### config.mk
export PLATFORM = sky130hd
export DESIGN_NAME = if_fetch_flat
export DESIGN_NICKNAME = d
export VERILOG_FILES = /design/src/rtl/if_fetch_if.sv /design/src/rtl/if_fetch.sv /design/src/flat_wrapper.sv
export SDC_FILE = /design/constraint.sdc
export NUM_CORES = 1
export LEC_CHECK = 0
export BUFFER_PORTS_ARGS = -buffer_cell sky130_fd_sc_hd__clkbuf_2
export CAP_MARGIN = 10
export CORE_MARGIN = 2
export CORE_UTILIZATION = 54
export DETAILED_ROUTE_END_ITERATION = 6
export PLACE_DENSITY = 0.84
export SYNTH_ARGS = -nofsm -noshare
export SYNTH_HDL_FRONTEND = slang
export SYNTH_SLANG_ARGS = --single-unit
### constraint.sdc
create_clock -name clk -period 2.6 [get_ports clk]
set_input_delay 0.39 -clock clk [delete_from_list [all_inputs] [get_ports clk]]
set_output_delay 0.39 -clock clk [all_outputs]
set_load 0.02 [all_outputs]
### src/rtl/if_fetch_if.sv
// Fetch-stage bus bundle: control from EX/pipeline controller, byte-wide memory
// port, and the {pc, inst, valid} presentation toward decode.
interface if_fetch_if;
  logic        stall_i;
  logic        br_taken_i;
  logic [31:0] br_target_i;
  logic        mem_grant_i;
  logic [7:0]  mem_din_i;
  logic [31:0] mem_a_o;
  logic        mem_rd_o;
  logic [31:0] pc_o;
  logic [31:0] inst_o;
  logic        inst_valid_o;

  // Environment side: pipeline control and memory controller drive this
  modport master (
    output stall_i, br_taken_i, br_target_i, mem_grant_i, mem_din_i,
    input  mem_a_o, mem_rd_o, pc_o, inst_o, inst_valid_o
  );

  // Fetch unit side
  modport slave (
    input  stall_i, br_taken_i, br_target_i, mem_grant_i, mem_din_i,
    output mem_a_o, mem_rd_o, pc_o, inst_o, inst_valid_o
  );
endinterface

### src/rtl/if_fetch.sv
// RV32I instruction fetch: assembles each 32-bit word from four byte reads on a
// shared 8-bit port and holds {pc, inst, valid} until decode accepts.
module if_fetch #(
  parameter logic [31:0] RESET_PC = 32'h0000_0000
) (
  input logic       clk,
  input logic       rst,
  if_fetch_if.slave bus
);

  typedef enum logic {FETCH, DONE} state_t;

  state_t      state;
  logic [31:0] fetch_pc;
  logic [2:0]  issue_cnt;
  logic [2:0]  recv_cnt;
  logic        pending;
  logic [7:0]  byte_q [3];
  logic [31:0] pc_p0;
  logic [31:0] inst_p0;
  logic        vld_p0;

  logic issue;
  logic capture;

  // rst is in the request term so an asynchronous reset drops the read at once
  assign bus.mem_rd_o = (state == FETCH) && (issue_cnt < 3'd4) && !bus.br_taken_i && rst;
  assign bus.mem_a_o  = fetch_pc + {29'd0, issue_cnt};
  assign issue        = bus.mem_rd_o && bus.mem_grant_i;
  assign capture      = pending && !bus.br_taken_i;

  assign bus.pc_o         = pc_p0;
  assign bus.inst_o       = inst_p0;
  assign bus.inst_valid_o = vld_p0;

  // Lower three bytes are staged here; the fourth goes straight into inst_p0
  always_ff @(posedge clk) begin
    if (capture && (recv_cnt < 3'd3)) begin
      byte_q[recv_cnt[1:0]] <= bus.mem_din_i;
    end
  end

  // Stage p0: control FSM and registered presentation to decode
  always_ff @(posedge clk or negedge rst) begin
    if (!rst) begin
      state     <= FETCH;
      fetch_pc  <= RESET_PC;
      issue_cnt <= 3'd0;
      recv_cnt  <= 3'd0;
      pending   <= 1'b0;
      pc_p0     <= RESET_PC;
      inst_p0   <= 32'd0;
      vld_p0    <= 1'b0;
    end else if (bus.br_taken_i) begin
      // Redirect wins over stall, handshake and a completing capture
      state     <= FETCH;
      fetch_pc  <= bus.br_target_i;
      issue_cnt <= 3'd0;
      recv_cnt  <= 3'd0;
      pending   <= 1'b0;
      vld_p0    <= 1'b0;
    end else begin
      case (state)
        FETCH: begin
          pending <= issue;
          if (issue) begin
            issue_cnt <= issue_cnt + 3'd1;
          end
          if (capture) begin
            recv_cnt <= recv_cnt + 3'd1;
            if (recv_cnt == 3'd3) begin
              state   <= DONE;
              vld_p0  <= 1'b1;
              pc_p0   <= fetch_pc;
              inst_p0 <= {bus.mem_din_i, byte_q[2], byte_q[1], byte_q[0]};
            end
          end
        end
        DONE: begin
          if (!bus.stall_i) begin
            state     <= FETCH;
            fetch_pc  <= fetch_pc + 32'd4;
            issue_cnt <= 3'd0;
            recv_cnt  <= 3'd0;
            pending   <= 1'b0;
            vld_p0    <= 1'b0;
          end
        end
        default: state <= FETCH;
      endcase
    end
  end

endmodule

### src/flat_wrapper.sv
// flat-port wrapper written by rule: the top's interface ports become plain ports
module if_fetch_flat 
#(
  parameter logic [31:0] RESET_PC = 32'h0000_0000
)
  (clk, rst, bus_stall_i, bus_br_taken_i, bus_br_target_i, bus_mem_grant_i, bus_mem_din_i, bus_mem_a_o, bus_mem_rd_o, bus_pc_o, bus_inst_o, bus_inst_valid_o);
  if_fetch_if bus_i ();
  input logic clk;
  input logic rst;
  input wire logic [$bits(bus_i.stall_i)-1:0] bus_stall_i;
  input wire logic [$bits(bus_i.br_taken_i)-1:0] bus_br_taken_i;
  input wire logic [$bits(bus_i.br_target_i)-1:0] bus_br_target_i;
  input wire logic [$bits(bus_i.mem_grant_i)-1:0] bus_mem_grant_i;
  input wire logic [$bits(bus_i.mem_din_i)-1:0] bus_mem_din_i;
  output wire logic [$bits(bus_i.mem_a_o)-1:0] bus_mem_a_o;
  output wire logic [$bits(bus_i.mem_rd_o)-1:0] bus_mem_rd_o;
  output wire logic [$bits(bus_i.pc_o)-1:0] bus_pc_o;
  output wire logic [$bits(bus_i.inst_o)-1:0] bus_inst_o;
  output wire logic [$bits(bus_i.inst_valid_o)-1:0] bus_inst_valid_o;
  assign bus_i.stall_i = bus_stall_i;
  assign bus_i.br_taken_i = bus_br_taken_i;
  assign bus_i.br_target_i = bus_br_target_i;
  assign bus_i.mem_grant_i = bus_mem_grant_i;
  assign bus_i.mem_din_i = bus_mem_din_i;
  assign bus_mem_a_o = bus_i.mem_a_o;
  assign bus_mem_rd_o = bus_i.mem_rd_o;
  assign bus_pc_o = bus_i.pc_o;
  assign bus_inst_o = bus_i.inst_o;
  assign bus_inst_valid_o = bus_i.inst_valid_o;
  if_fetch #(.RESET_PC(RESET_PC)) u_core (.clk(clk), .rst(rst), .bus(bus_i));
endmodule
==> impl_metrics.yaml, run 1 <==
yosys:
  synth_area_leader_cell: "dfrtp_1"
  synth_top_flop_cell: "dfrtp_1"
  ys_ff_latch: 129
  async_reset_ff_share_pct: 81.40
  synthesis.nets: 582
  synth.area.top_cells: "dfrtp_1 43%, edfxtp_1 12%, mux2_2 11%"
  ys_seq_area_share_pct: 54.71
  yosys.area.top_type_share_pct: 42.94
  avgSynthCellArea_sq_um: 11.63
  ys_top_cells_by_count: "105 x dfrtp_1, 58 x mux2_2, 47 x nand2_1"
  synthCells: 526
  syn_area_sq_um: 6120
  yosysWarnings: 0
  yosys.cell_count.top_type: "dfrtp_1"
  synth_cell_types: 52
  synth_edf_count: 24
cts:
  clkTransAtPathRegs_ns: 0.07
  clkLatencyLatePin_ns: 0.42
  root_buffer: "clkbuf_16"
  cts_sinks: 129
  numCtsBuffers: 17
  cts_tree: "done"
  htree_levels: 4
  clock_path_buffers: 2
grt:
  grt_pass1_vias: 4942
  grt_antenna_before_repair: 0
  overflow: 0
  grt_max_degree: 49
  grt_usage_pct: 25.98
  grt_pass1_wl_um: 25430
die:
  rows: 38
  io_pins: 143
  start_util_pct: 55.96
  dieArea_sq_um: 12200
  core_area_sq_um: 10940
  die_w_um: 110.5
  die_h_um: 110.5
power:
  p_seq_share_pct: 44.5
  power.leakage_nw: 3.739
  p_per_area_nw_per_um2: 625.5
  combPwrFrac_pct: 10.2
  ir_worst_vdd_mv: 0.3610
  clock_power_share_pct: 45.4
  switching_share_pct: 28.12
  p_sw_mw: 1.405
  p_int_mw: 3.592
worst_setup_path:
  crit_arrival_ns: 2.40
  crit_type: "register to output port"
  required_ns: 2.21
  setup.worst_path.start_class: "register"
  slowest_delay_ns: 0.43
  worstSetupEndpointType: "output port"
  path_cells: "buf_6, fa_2, a21oi_4, nor4_4, buf_6, nand4_1, xnor2_1, buf_4"
  crit_path_frequent_cell: "buf_6"
  r2r_setup_slack_ns: 0.38
  critPathSlowestCell: "dfrtp_2"
  crit_path_max_fanout: 5
place:
  dp_worst_setup_slack_ns: 0.04553
  io_buffers: 142
  dp_hpwl_um: 10350
  gp_congestion: 0.8613
timing:
  finClkSkew_ns: 0.01187
  slew_headroom_pct: 58.94
  fin_crit_ns: 2.792
  holdWs_ns: 0.1888
  period_share_pct: 107.4
  maxSlewViolCount: 0
  tns_ns: -2.254
  rsz0062_at_grt: "true"
  setup_viol: 23
  hold_viol_final: 0
  tightest_slew_ns: 0.6159
  fin_ws_ns: -0.1923
  max_freq_mhz: 358.1
flow_run:
  drv_cap: 0
run_status:
  outcome: "finished, violations left"
  violations: "negative setup slack"
drt:
  drt_iter0_markers: 479
  via_per_inst: 5.942
  drc: 0
  wl_um: 16490
  antenna_left: 0
  wire_per_inst_um: 19.68
  dr.pass1.iters: 6
  via_count: 4979
final_layout:
  n_antenna_cell: 0
  fillCellCount: 723
  drive_above_1_share_pct: 44.27
  syn_to_final_growth_pct: 30.55
  final_util_pct: 73.05
  layout.nets: 741
worst_hold_path:
  hp-class: "input pin to register"
[final cells by class]
class                   count  area (sq um)  share of cell area, %
flip-flops and latches    129          3357                  42.02
multi-input cells         350          2789                  34.91
repair buffers            174          1050                  13.14
clock buffers              17         425.4                  5.325
well taps                 140         175.2                  2.193
clock inverters            15         140.1                  1.754
inverters                  13         52.55                 0.6578
[power by group through the flow]
stage / sequential [mW] / combinational, mW / clock [mW]
floorplan: 2.20 / 0.298 / 0
global placement: 2.24 / 0.411 / 0
detailed placement: 2.25 / 0.421 / 0
CTS: 2.21 / 0.463 / 2.29
global route: 2.23 / 0.546 / 2.40
finish: 2.22 / 0.509 / 2.27
[placed cells by master (no fill, tap or decap), types with 7 or more instances in the layout]
cell type / Yosys / layout
a31oi_1: 12 / 12
clkbuf_2: 0 / 115
dfrtp_1: 105 / 98
nand4_1: 17 / 17
or4_1: 8 / 8
mux2_2: 58 / 58
xor2_1: 9 / 8
a21oi_1: 9 / 7
inv_1: 13 / 12
o21ai_0: 26 / 26
clkbuf_16: 0 / 17
nor2_1: 23 / 22
nand2_1: 47 / 45
ha_1: 10 / 7
nand3_1: 25 / 20
buf_4: 3 / 50
xnor2_1: 33 / 29
edfxtp_1: 24 / 24
dfrtp_2: 0 / 7
and2_1: 8 / 7
[final timing paths]
path,startpoint,depth (start not counted),end
setup / recovery,u_core.issue_cnt[1],8,bus_mem_a_o[20]
hold / removal,bus_br_target_i[6],3,u_core.fetch_pc[6]
setup reg to reg,u_core.fetch_pc[7],5,u_core.fetch_pc[31]
hold reg to reg,u_core.byte_q[2][1],1,u_core.bus.inst_o[17]
max in group asynchronous,rst,3,u_core.issue_cnt[1]
min in group asynchronous,rst,2,u_core.bus.pc_o[4]
[repair_timing]
item,4_1_cts,5_1_grt
hold endpoints to repair,26,0
setup buffers,8,5
cloned,1,0
resized for setup,36,74
hold buffers,1,0
pin swaps,12,18
setup endpoints to repair,25,27
[flip-flops by register name, summed over array words and instances, names as in the netlist]
name and cells:
u_core.bus.inst_o 32, u_core.bus.inst_valid_o 1, u_core.bus.pc_o 32, u_core.byte_q 24, u_core.fetch_pc 32, u_core.issue_cnt 3
u_core.pending 1, u_core.recv_cnt 3, u_core.state 1
[layer usage]
layer / GRT usage [%] / part of all wire [%] / vias up
met5: 0 / 0 / -
met4: 11.92 / 3.2 / 0
met3: 5.818 / 6.0 / 50
met2: 42.86 / 51 / 263
met1: 32.81 / 39 / 2443
li1: - / - / 2223
[logic make-up after synthesis]
logic type,after synthesis,share of synthesized area (%)
buf+inv,47,4.314
mux,59,10.84
flops,129,54.71
compound gates,69,7.054
simple gates,169,14.70
xor+xnor,42,6.011
fa+ha+maj,11,2.372
[stage by stage]
step	area, sq um	std cells	total power [mW]
after floorplan	6126	526	2.502
after global placement	6934	792	2.652
after detailed placement	6934	792	2.668
after CTS	7745	834	4.965
after global routing	7989	838	5.171
final	7989	838	4.997
[worst max-delay path, delay by kind of cell, from the launching register on]
kind            cells  cell delay, ns
buf+inv             3            0.47
flops               1            0.43
fa+ha+maj           1            0.42
compound gates      1            0.30
simple gates        2            0.20
xor+xnor            1            0.16
No activity file was read; power rests on OpenSTA's default activity.
==> inputs of run 2 (changes only) <==
ABC_AREA = 1   (was not set)
CORE_MARGIN = not set   (was 2)
CORE_UTILIZATION = 55   (was 54)
PLACE_DENSITY = 0.85   (was 0.84)
==> run 2 against run 1 <==
Against the previous run: the flow finishes with violations (design-rule violations); non-clock buffer count shrank 13; via count grew 19%; setup slack better by 0.20 ns; critical path depth grew 1; sequential share of layout area is 1.2 points lower; cell count grew 26%; critical endpoint is now bus_mem_a_o[18].
==> impl_metrics.yaml, run 2 <==
timing:
  tightest_slew_ns: 0.8914
  period_share_pct: 99.89
  finClkSkew_ns: 0.008212
  hold_viol_final: 0
  slew_headroom_pct: 40.57
  maxSlewViolCount: 0
  fin_crit_ns: 2.597
  setup_viol: 0
  rsz0062_at_grt: "true"
  max_freq_mhz: 385.0
  fin_ws_ns: 0.002801
final_layout:
  drive_above_1_share_pct: 30.99
  final_util_pct: 71.22
  syn_to_final_growth_pct: 25.62
  instances_no_fill: 1053
  n_antenna_cell: 0
  register_area_sq_um: 3351
  multiInputGateArea_sq_um: 2929
  final_cell_mix: "192 x nand2_1, 131 x clkbuf_2, 103 x dfrtp_1"
  fillCellCount: 820
  final_common_cell: "nand2_1"
  layout.nets: 953
cts:
  numCtsBuffers: 17
  clkLatencyLatePin_ns: 0.42
  cts_tree: "done"
  htree_levels: 4
  clock_path_buffers: 2
  root_buffer: "clkbuf_16"
  cts_sinks: 129
  clkTransAtPathRegs_ns: 0.07
  post_cts_hold_buffer_count: 0
yosys:
  yosys.area.top_type_share_pct: 40.25
  ys_seq_area_share_pct: 51.28
  synth_area_leader_cell: "dfrtp_1"
  avgSynthCellArea_sq_um: 8.811
  yosysWarnings: 0
  synth_cell_types: 36
  synth.area.top_cells: "dfrtp_1 40%, nand2_1 11%, edfxtp_1 11%"
  synthesis.nets: 797
  yosys.cell_count.top_type: "nand2_1"
  async_reset_ff_share_pct: 81.40
  synth_top_flop_cell: "dfrtp_1"
  ys_top_cells_by_count: "198 x nand2_1, 105 x dfrtp_1, 76 x nor2_1"
  syn_area_sq_um: 6529
  synth_edf_count: 24
  ys_ff_latch: 129
  synthCells: 741
worst_setup_path:
  crit_family: "flip-flops"
  critPathSlowestCell: "dfrtp_1"
  path_cells: "ha_4, fa_2, nand2_2, a21oi_4, nand3_2, nor2_2, nand2_1, xor2_1, buf_4"
  setup.worst_path.start_class: "register"
  r2r_setup_slack_ns: 0.25
  slowest_delay_ns: 0.40
  r2r_start: "u_core.state"
  worstSetupEndpointType: "output port"
  crit_type: "register to output port"
  required_ns: 2.21
  r2r_cells: 7
  crit_path_max_fanout: 4
  crit_buf_inv: 1
  rr_endpoint: "u_core.fetch_pc[12]"
  cp.depth: 9
  crit_arrival_ns: 2.21
drt:
  wl_um: 17900
  antenna_left: 0
  via_per_inst: 5.607
  wire_per_inst_um: 17.00
  drt_iter0_markers: 714
  dr.pass1.iters: 7
  drc: 26
  via_count: 5904
power:
  p_per_area_nw_per_um2: 651.8
  power.leakage_nw: 4.085
  ir_worst_vdd_mv: 0.3709
die:
  core_area_sq_um: 11520
  start_util_pct: 56.69
  die_w_um: 111.0
  rows: 39
  io_pins: 143
  die_h_um: 111.0
  dieArea_sq_um: 12310
run_status:
  violations: "design-rule violations"
  outcome: "finished, violations left"
place:
  io_buffers: 142
  gp_congestion: 0.9568
  dp_hpwl_um: 11990
  dp.cells: 1012
  dp_worst_setup_slack_ns: 0.2392
worst_hold_path:
  hp-class: "input pin to async pin"
grt:
  grt_antenna_before_repair: 0
  grt_usage_pct: 29.70
  overflow: 0
  grt_pass1_wl_um: 28210
  grt_pass1_vias: 5624
  grt_max_degree: 69
flow_run:
  drv_cap: 0
-- run 2: cell types whose count changed after synthesis, moves of 15 or more --
cell	previous run	this run
o21ai_0	26	65
mux2_2	58	32
nand2_1	47	198
xnor2_1	33	0
inv_1	13	67
xor2_1	9	29
nand3_1	25	40
nor2_1	23	76
-- run 2: through the flow --
stage / power, mW / instance area (sq um) / hold slack (ns) / TNS, ns
6_report: 5.346 / 8202 / 0.06504 / 0
5_1_grt: 5.525 / 8202 / 0.1046 / -0.3396
4_1_cts: 5.293 / 8098 / 0.08040 / -0.05516
3_5_place_dp: 3.013 / 7403 / 0.4644 / 0
3_3_place_gp: 2.996 / 7403 / 0.4568 / 0
2_1_floorplan: 2.729 / 6529 / 0.09441 / 0
-- run 2: per-layer routing --
| layer | track usage (%) | share of wire (%) | vias to the layer above |
|---|---|---|---|
| li1 | - | - | 2698 |
| met1 | 39.48 | 40 | 2755 |
| met2 | 46.75 | 46 | 376 |
| met3 | 6.780 | 9.6 | 75 |
| met4 | 13.06 | 3.8 | 0 |
| met5 | 0 | 0 | - |
-- run 2: final cells by class --
type / count / share of cell area (%)
well taps: 143 / 2.182
multi-input cells: 516 / 35.71
flip-flops and latches: 129 / 40.85
clock buffers: 17 / 5.187
inverters: 72 / 3.295
clock inverters: 15 / 1.632
repair buffers: 161 / 11.14
-- run 2: worst max path at each step --
stage	start	end	slack [ns]
3_5_place_dp	u_core.issue_cnt[0]	bus_mem_a_o[28]	0.24
6_report	u_core.issue_cnt[0]	bus_mem_a_o[18]	0.003
4_1_cts	u_core.fetch_pc[0]	bus_mem_a_o[28]	-0.03
2_1_floorplan	u_core.issue_cnt[0]	bus_mem_a_o[28]	0.35
5_1_grt	u_core.issue_cnt[0]	bus_mem_a_o[30]	-0.06
3_3_place_gp	u_core.issue_cnt[0]	bus_mem_a_o[10]	0.27
-- run 2: kinds of logic after synthesis --
group,synth area share (%)
xor gates and xnor gates,3.890
muxes,5.673
and+or+nand+nor,22.90
AOI/OAI and AO/OA,8.088
buffers and inverters,5.941
adders and majority gates,2.223
DFF,51.28
-- run 2: power breakdown --
group / internal (mW) / switching (mW) / leakage (nW)
Clock: 1.26 / 1.01 / 0.270
Combinational: 0.264 / 0.554 / 2.20
Sequential: 2.14 / 0.112 / 1.61
-- run 2: worst reg2reg max path, stage by stage, from the launching register on --
cell,delay (ns)
dfrtp_1,0.44
inv_2,0.12
o21ai_4,0.62
inv_2,0.49
a21oi_1,0.29
nand2_1,0.07
o21ai_0,0.11
inv_1,0.08
-- run 2: timing repair --
action / CTS / global route
setup endpoints to repair: 23 / 24
pin swaps: 6 / 6
setup buffers: 4 / 5
endpoints found under the hold margin: 0 / 0
gates resized for setup: 25 / 26
cloned: 0 / 0
